$ cat config.mk
export PLATFORM = sky130hd
export DESIGN_NAME = tlb_mmu
export DESIGN_NICKNAME = d
export VERILOG_FILES = /design/src/rtl/tlb_mmu.sv
export SDC_FILE = /design/constraint.sdc
export NUM_CORES = 2
export LEC_CHECK = 0
export CAP_MARGIN = 15
export CORE_MARGIN = 4
export CORE_UTILIZATION = 40
export CTS_CLUSTER_DIAMETER = 200
export DETAILED_ROUTE_END_ITERATION = 7
export PLACE_DENSITY = 0.67
export SLEW_MARGIN = 20
export SYNTH_ARGS = -nofsm -noshare
export SYNTH_HDL_FRONTEND = slang
export SYNTH_SLANG_ARGS = --single-unit
$ cat constraint.sdc
create_clock -name clk -period 4.3 [get_ports clk]
set_clock_uncertainty 0.15 [all_clocks]
set_input_delay 1.075 -clock clk [delete_from_list [all_inputs] [get_ports clk]]
set_output_delay 1.075 -clock clk [all_outputs]
set_load 0.02 [all_outputs]
$ cat src/rtl/tlb_mmu.sv
// -----------------------------------------------------------------------------
// tlb_mmu
// Fully associative MIPS-style joint TLB with CP0 maintenance commands
// (TLBWI / TLBP / TLBR) and a single-cycle data address translation port.
// Each entry maps an even/odd page pair selected by vaddr[12].
//
// Ports
//   clk, rst                      clock; asynchronous active-low reset
//   cp0_index                     entry targeted by TLBWI / TLBR
//   cp0_entryhi                   {vpn2[18:0], asid[7:0]}; TLBP key, write data,
//                                 and the ASID used by translation lookups
//   cp0_lo0, cp0_lo1              {pfn[19:0], c[2:0], d, v, g} per page
//   tlbwi_req/tlbp_req/tlbr_req   command pulses (priority wi > p > r)
//   probe_done/found/index        TLBP result, one cycle after the request
//   rd_done/entryhi/lo0/lo1       TLBR result, one cycle after the request
//   lk_req/lk_vaddr/lk_store      translation request
//   lk_done/paddr/refill/invalid/modified  translation result, one cycle later
// -----------------------------------------------------------------------------
module tlb_mmu #(
    parameter int TLBNUM = 16
) (
    input  logic                      clk,
    input  logic                      rst,
    input  logic [$clog2(TLBNUM)-1:0] cp0_index,
    input  logic [26:0]               cp0_entryhi,
    input  logic [25:0]               cp0_lo0,
    input  logic [25:0]               cp0_lo1,
    input  logic                      tlbwi_req,
    input  logic                      tlbp_req,
    input  logic                      tlbr_req,
    output logic                      probe_done,
    output logic                      probe_found,
    output logic [$clog2(TLBNUM)-1:0] probe_index,
    output logic                      rd_done,
    output logic [26:0]               rd_entryhi,
    output logic [25:0]               rd_lo0,
    output logic [25:0]               rd_lo1,
    input  logic                      lk_req,
    input  logic [31:0]               lk_vaddr,
    input  logic                      lk_store,
    output logic                      lk_done,
    output logic [31:0]               lk_paddr,
    output logic                      lk_refill,
    output logic                      lk_invalid,
    output logic                      lk_modified
);

    localparam int IW = $clog2(TLBNUM);

    // Per-page payload is {pfn[19:0], c[2:0], d, v}; the global bit is kept
    // once per entry as the AND of both pages' g bits.
    logic [18:0] e_vpn2 [TLBNUM];
    logic [7:0]  e_asid [TLBNUM];
    logic        e_g    [TLBNUM];
    logic [24:0] e_p0   [TLBNUM];
    logic [24:0] e_p1   [TLBNUM];

    logic          pr_hit;
    logic [IW-1:0] pr_idx;
    logic          lk_hit;
    logic [IW-1:0] lk_idx;
    logic [24:0]   lk_pg;
    logic          bypass;
    logic          probe_go;
    logic          read_go;

    // Entry storage; a write lands at the edge so lookups in the same cycle
    // still see the old contents.
    always_ff @(posedge clk or negedge rst) begin
        if (!rst) begin
            for (int i = 0; i < TLBNUM; i++) begin
                e_vpn2[i] <= '0;
                e_asid[i] <= '0;
                e_g[i]    <= 1'b0;
                e_p0[i]   <= '0;
                e_p1[i]   <= '0;
            end
        end else if (tlbwi_req) begin
            e_vpn2[cp0_index] <= cp0_entryhi[26:8];
            e_asid[cp0_index] <= cp0_entryhi[7:0];
            e_g[cp0_index]    <= cp0_lo0[0] & cp0_lo1[0];
            e_p0[cp0_index]   <= cp0_lo0[25:1];
            e_p1[cp0_index]   <= cp0_lo1[25:1];
        end
    end

    // Two parallel CAM searches sharing the CP0 ASID. Scanning from the top
    // down lets the lowest matching index win.
    always_comb begin
        pr_hit = 1'b0;
        pr_idx = '0;
        lk_hit = 1'b0;
        lk_idx = '0;
        for (int i = TLBNUM - 1; i >= 0; i--) begin
            if (e_g[i] || (e_asid[i] == cp0_entryhi[7:0])) begin
                if (e_vpn2[i] == cp0_entryhi[26:8]) begin
                    pr_hit = 1'b1;
                    pr_idx = IW'(i);
                end
                if (e_vpn2[i] == lk_vaddr[31:13]) begin
                    lk_hit = 1'b1;
                    lk_idx = IW'(i);
                end
            end
        end
    end

    assign lk_pg    = lk_vaddr[12] ? e_p1[lk_idx] : e_p0[lk_idx];
    assign bypass   = (lk_vaddr[31:30] == 2'b10);
    assign probe_go = tlbp_req & ~tlbwi_req;
    assign read_go  = tlbr_req & ~tlbwi_req & ~tlbp_req;

    // Result registers: done strobes follow the request by one cycle,
    // data fields only change when a winning request supplies new values.
    always_ff @(posedge clk or negedge rst) begin
        if (!rst) begin
            probe_done  <= 1'b0;
            probe_found <= 1'b0;
            probe_index <= '0;
            rd_done     <= 1'b0;
            rd_entryhi  <= '0;
            rd_lo0      <= '0;
            rd_lo1      <= '0;
            lk_done     <= 1'b0;
            lk_paddr    <= '0;
            lk_refill   <= 1'b0;
            lk_invalid  <= 1'b0;
            lk_modified <= 1'b0;
        end else begin
            probe_done <= probe_go;
            rd_done    <= read_go;
            lk_done    <= lk_req;
            if (probe_go) begin
                probe_found <= pr_hit;
                probe_index <= pr_idx;
            end
            if (read_go) begin
                rd_entryhi <= {e_vpn2[cp0_index], e_asid[cp0_index]};
                rd_lo0     <= {e_p0[cp0_index], e_g[cp0_index]};
                rd_lo1     <= {e_p1[cp0_index], e_g[cp0_index]};
            end
            if (lk_req) begin
                lk_refill   <= 1'b0;
                lk_invalid  <= 1'b0;
                lk_modified <= 1'b0;
                if (bypass) begin
                    lk_paddr <= {3'b000, lk_vaddr[28:0]};
                end else if (!lk_hit) begin
                    lk_paddr  <= '0;
                    lk_refill <= 1'b1;
                end else begin
                    // Physical address is produced even when a fault is flagged.
                    lk_paddr <= {lk_pg[24:5], lk_vaddr[11:0]};
                    if (!lk_pg[0]) begin
                        lk_invalid <= 1'b1;
                    end else if (lk_store && !lk_pg[1]) begin
                        lk_modified <= 1'b1;
                    end
                end
            end
        end
    end

endmodule

==> impl_metrics.env <==
export IMPL_vias=53800
export IMPL_crit_buf_inv=8
export IMPL_hold_path_class="flip-flop to flip-flop"
export IMPL_cap_violations=0
export IMPL_fin_util=0.492
export IMPL_start_util=0.404
export IMPL_critPathKind="primary input to flip-flop"
export IMPL_critPathLaunchType="primary input"
export IMPL_drt_pass1_iterations=5
export IMPL_ys_async_sr_fraction=1.00
export IMPL_end_kind="flip-flop"
export IMPL_grt_total_usage=0.274
export IMPL_clock_root_buffer="clkbuf_16"
export IMPL_clkLatencyLatePin_ps=840
export IMPL_synthFlopType="dfrtp_1"
export IMPL_drt_initial_drc_count=5560
export IMPL_crit_top_cell="buf_12"
export IMPL_antenna_found_initial=27
export IMPL_dp_hpwl_um=180000
export IMPL_yosys_register_bits=1369
export IMPL_fin_tns_setup_ps=-934
export IMPL_cts_tree="yes"
export IMPL_final_cell_mix="dfrtp_1 (1369), mux2_2 (1158), nand2_1 (516)"
export IMPL_wl_per_cell_um=30.4
export IMPL_hold_viol_final=0
export IMPL_rsz0062_at_grt="true"
export IMPL_powerDensity_nw_per_um2=477
export IMPL_met3_usage=0.0565
export IMPL_setup_ws_ps=-153
export IMPL_setup_viol=16
export IMPL_grt_overflow=0
export IMPL_fmax_mhz=225
export IMPL_synth_fp_nets=5930
export IMPL_outcome="complete, but fails checks"
export IMPL_busiest_layer="met2"
export IMPL_synth_seq_area_share=0.455
export IMPL_worst_slew_pin_slew_ps=1040
export IMPL_syn_area_um2=75300
export IMPL_cp_max_fo=6
export IMPL_arrival_ps=5030
export IMPL_grtUsageMet1=0.363
export IMPL_cts_sinks=1369
export IMPL_cp_top_family="simple AND/OR/NAND/NOR gates"
export IMPL_violations="setup timing"
export IMPL_crit_chain="dlygate4sd2_1 -> buf_12 -> buf_4 -> xor2_1 -> nor4_2 -> nand4_1 -> nor3_4 -> buf_6 -> a21oi_1 -> o21a_1 -> a21boi_4 -> buf_12 -> buf_12 -> buf_8 -> buf_4 -> mux2i_1 -> o22a_1 -> a21oi_1 -> or4_4 -> o31ai_4"
export IMPL_grt_max_degree=144
export IMPL_use_met2=0.426
export IMPL_numPortBuffers=243
export IMPL_min_period_ps=4450
export IMPL_routed_wl_um=272000
export IMPL_die_area_um2=195000
export IMPL_gp_congestion=0.978
export IMPL_ys_warn_count=0
export IMPL_drtAntennaViolNets=0
export IMPL_total_power_w=0.0438
export IMPL_layout_commonest_cell="dfrtp_1"
export IMPL_core_area_um2=186000
export IMPL_crit_path_max_incr_delay_ps=550
export IMPL_grt_pass1_wl_um=398000
export IMPL_die_x_um=442
export IMPL_die_h_um=442
export IMPL_peakVddDrop_mv=0.447
export IMPL_nNetsFinal=6436
export IMPL_routed_via_density=6.03
export IMPL_drc=0
export IMPL_required_ps=4880
export IMPL_syn_inst=5808
export IMPL_leakage_nw=41.2
export IMPL_synth_area_per_cell_um2=13.0
export IMPL_clockBufferDepth=3
export IMPL_num_rows=158
export IMPL_clk_pin_slew_worst_paths_ps=60
export IMPL_area_growth_pct=21.8
export IMPL_synth_edf_count=0
export IMPL_drive_gt1_frac=0.407
export IMPL_first_global_vias=55500
export IMPL_drv_slew=0
export IMPL_timing_slew_headroom=0.309
export IMPL_fill_cells=16000
export IMPL_cts_max_level=4
export IMPL_synth_cell_type_count=70
export IMPL_min_period_over_period=1.04
export IMPL_slowest_stage="or4_4"
export IMPL_numCtsBuffers=153
export IMPL_pin_count=244
==> worst min-delay path: cells and delay by family, from the launching register on <==
family,cells,cell delay (ps)
DFF,1,330
and+or+nand+nor,2,110
==> state kept, by name, indices dropped and copies added, names as in the netlist <==
signal / count
e_asid: 128
e_g: 16
e_p0: 400
e_p1: 400
e_vpn2: 304
lk_done: 1
lk_invalid: 1
lk_modified: 1
lk_paddr: 32
lk_refill: 1
probe_done: 1
probe_found: 1
probe_index: 4
rd_done: 1
rd_entryhi: 27
rd_lo0: 26
rd_lo1: 25
==> cell type report <==
class	count	area, um^2	area share
Timing Repair Buffer	892	9760	0.106
Clock buffer	214	4400	0.0480
Sequential cell	1369	34300	0.374
Antenna cell	15	37.5	0.000409
Tap cell	2480	3100	0.0338
Multi-Input combinational cell	3889	39300	0.429
Inverter	9	33.8	0.000368
Clock inverter	59	766	0.00835
==> per-stage QoR <==
| step | worst slack [ps] | instances | cell area, um^2 | hold slack, ps |
|---|---|---|---|---|
| 4_1_cts | 0.0786 | 8908 | 91400 | 322 |
| 5_1_grt | -285 | 8925 | 91700 | 333 |
| 2_1_floorplan | 3.49 | 5808 | 75300 | 291 |
| 3_3_place_gp | -1860 | 8539 | 84400 | 302 |
| 3_5_place_dp | -1820 | 8539 | 84400 | 308 |
| 6_report | -153 | 8927 | 91700 | 319 |
==> synth_stat cells (all sizes together), types with 4 or more instances <==
master  number  area (um^2)
a222oi       4         40.0
a22o        20          175
a22oi      148         1110
a211o       17          149
and4         4         35.0
buf        195         1230
mux2      1160        13100
o21ai       31          155
and3        21          131
clkbuf     346         1300
nor2b        7         43.8
nand2      521         1960
nor3        38          205
mux2i      340         3400
nand2b      10         62.6
or2          4         25.0
a211oi       4         35.0
nand3       33          165
mux4       390         8780
a221oi       7         61.3
xnor2      284         2490
xor2       452         3960
nor2        40          150
a21oi       93          465
nor4       113          707
inv          8         30.0
dfrtp     1369        34300
a41o         7         70.1
nand4       77          482
o31ai       28          250
==> cell families after synthesis <==
kind of cell,after synthesis,synth area share
AO/OA/AOI/OAI,381,0.0359
XOR/XNOR,736,0.0856
buffers and inverters,550,0.0341
flip-flops,1369,0.455
multiplexers,1890,0.335
AND/OR/NAND/NOR,882,0.0540
==> where the power goes <==
part / switching (W) / internal, W / leakage [nW]
registers: 0.00295 / 0.0159 / 16.9
clock network: 0.00578 / 0.00777 / 2.54
logic: 0.00507 / 0.00628 / 21.7
==> per-layer routing <==
metal  part of all wire  up-vias
met5            0.00023        -
met4              0.059       10
met3              0.082      693
met2               0.46     2581
met1               0.40    28300
li1                   -    22200
==> timing repair <==
action                                  in CTS  in global routing
hold buffers                                 1                  0
gates cloned                                13                  3
pin swaps                                   80                 57
setup buffers                               90                  2
gates resized for setup                    231                 34
endpoints found under the setup margin      22                 22
hold endpoints to repair                    46                  0
==> path summary, 6_finish.rpt <==
kind	start	end	slack [ps]	cells past startpoint
setup / recovery	lk_vaddr[14]	lk_modified	-150	20
hold / removal	e_p0[302]	e_p0[302]	320	2
setup reg to reg	e_vpn2[59]	lk_modified	10	17
hold reg to reg	e_p0[302]	e_p0[302]	320	2
max in group asynchronous	rst	rd_entryhi[0]	2060	4
min in group asynchronous	rst	e_p1[341]	670	2
Power figures use the tool's default switching activity.
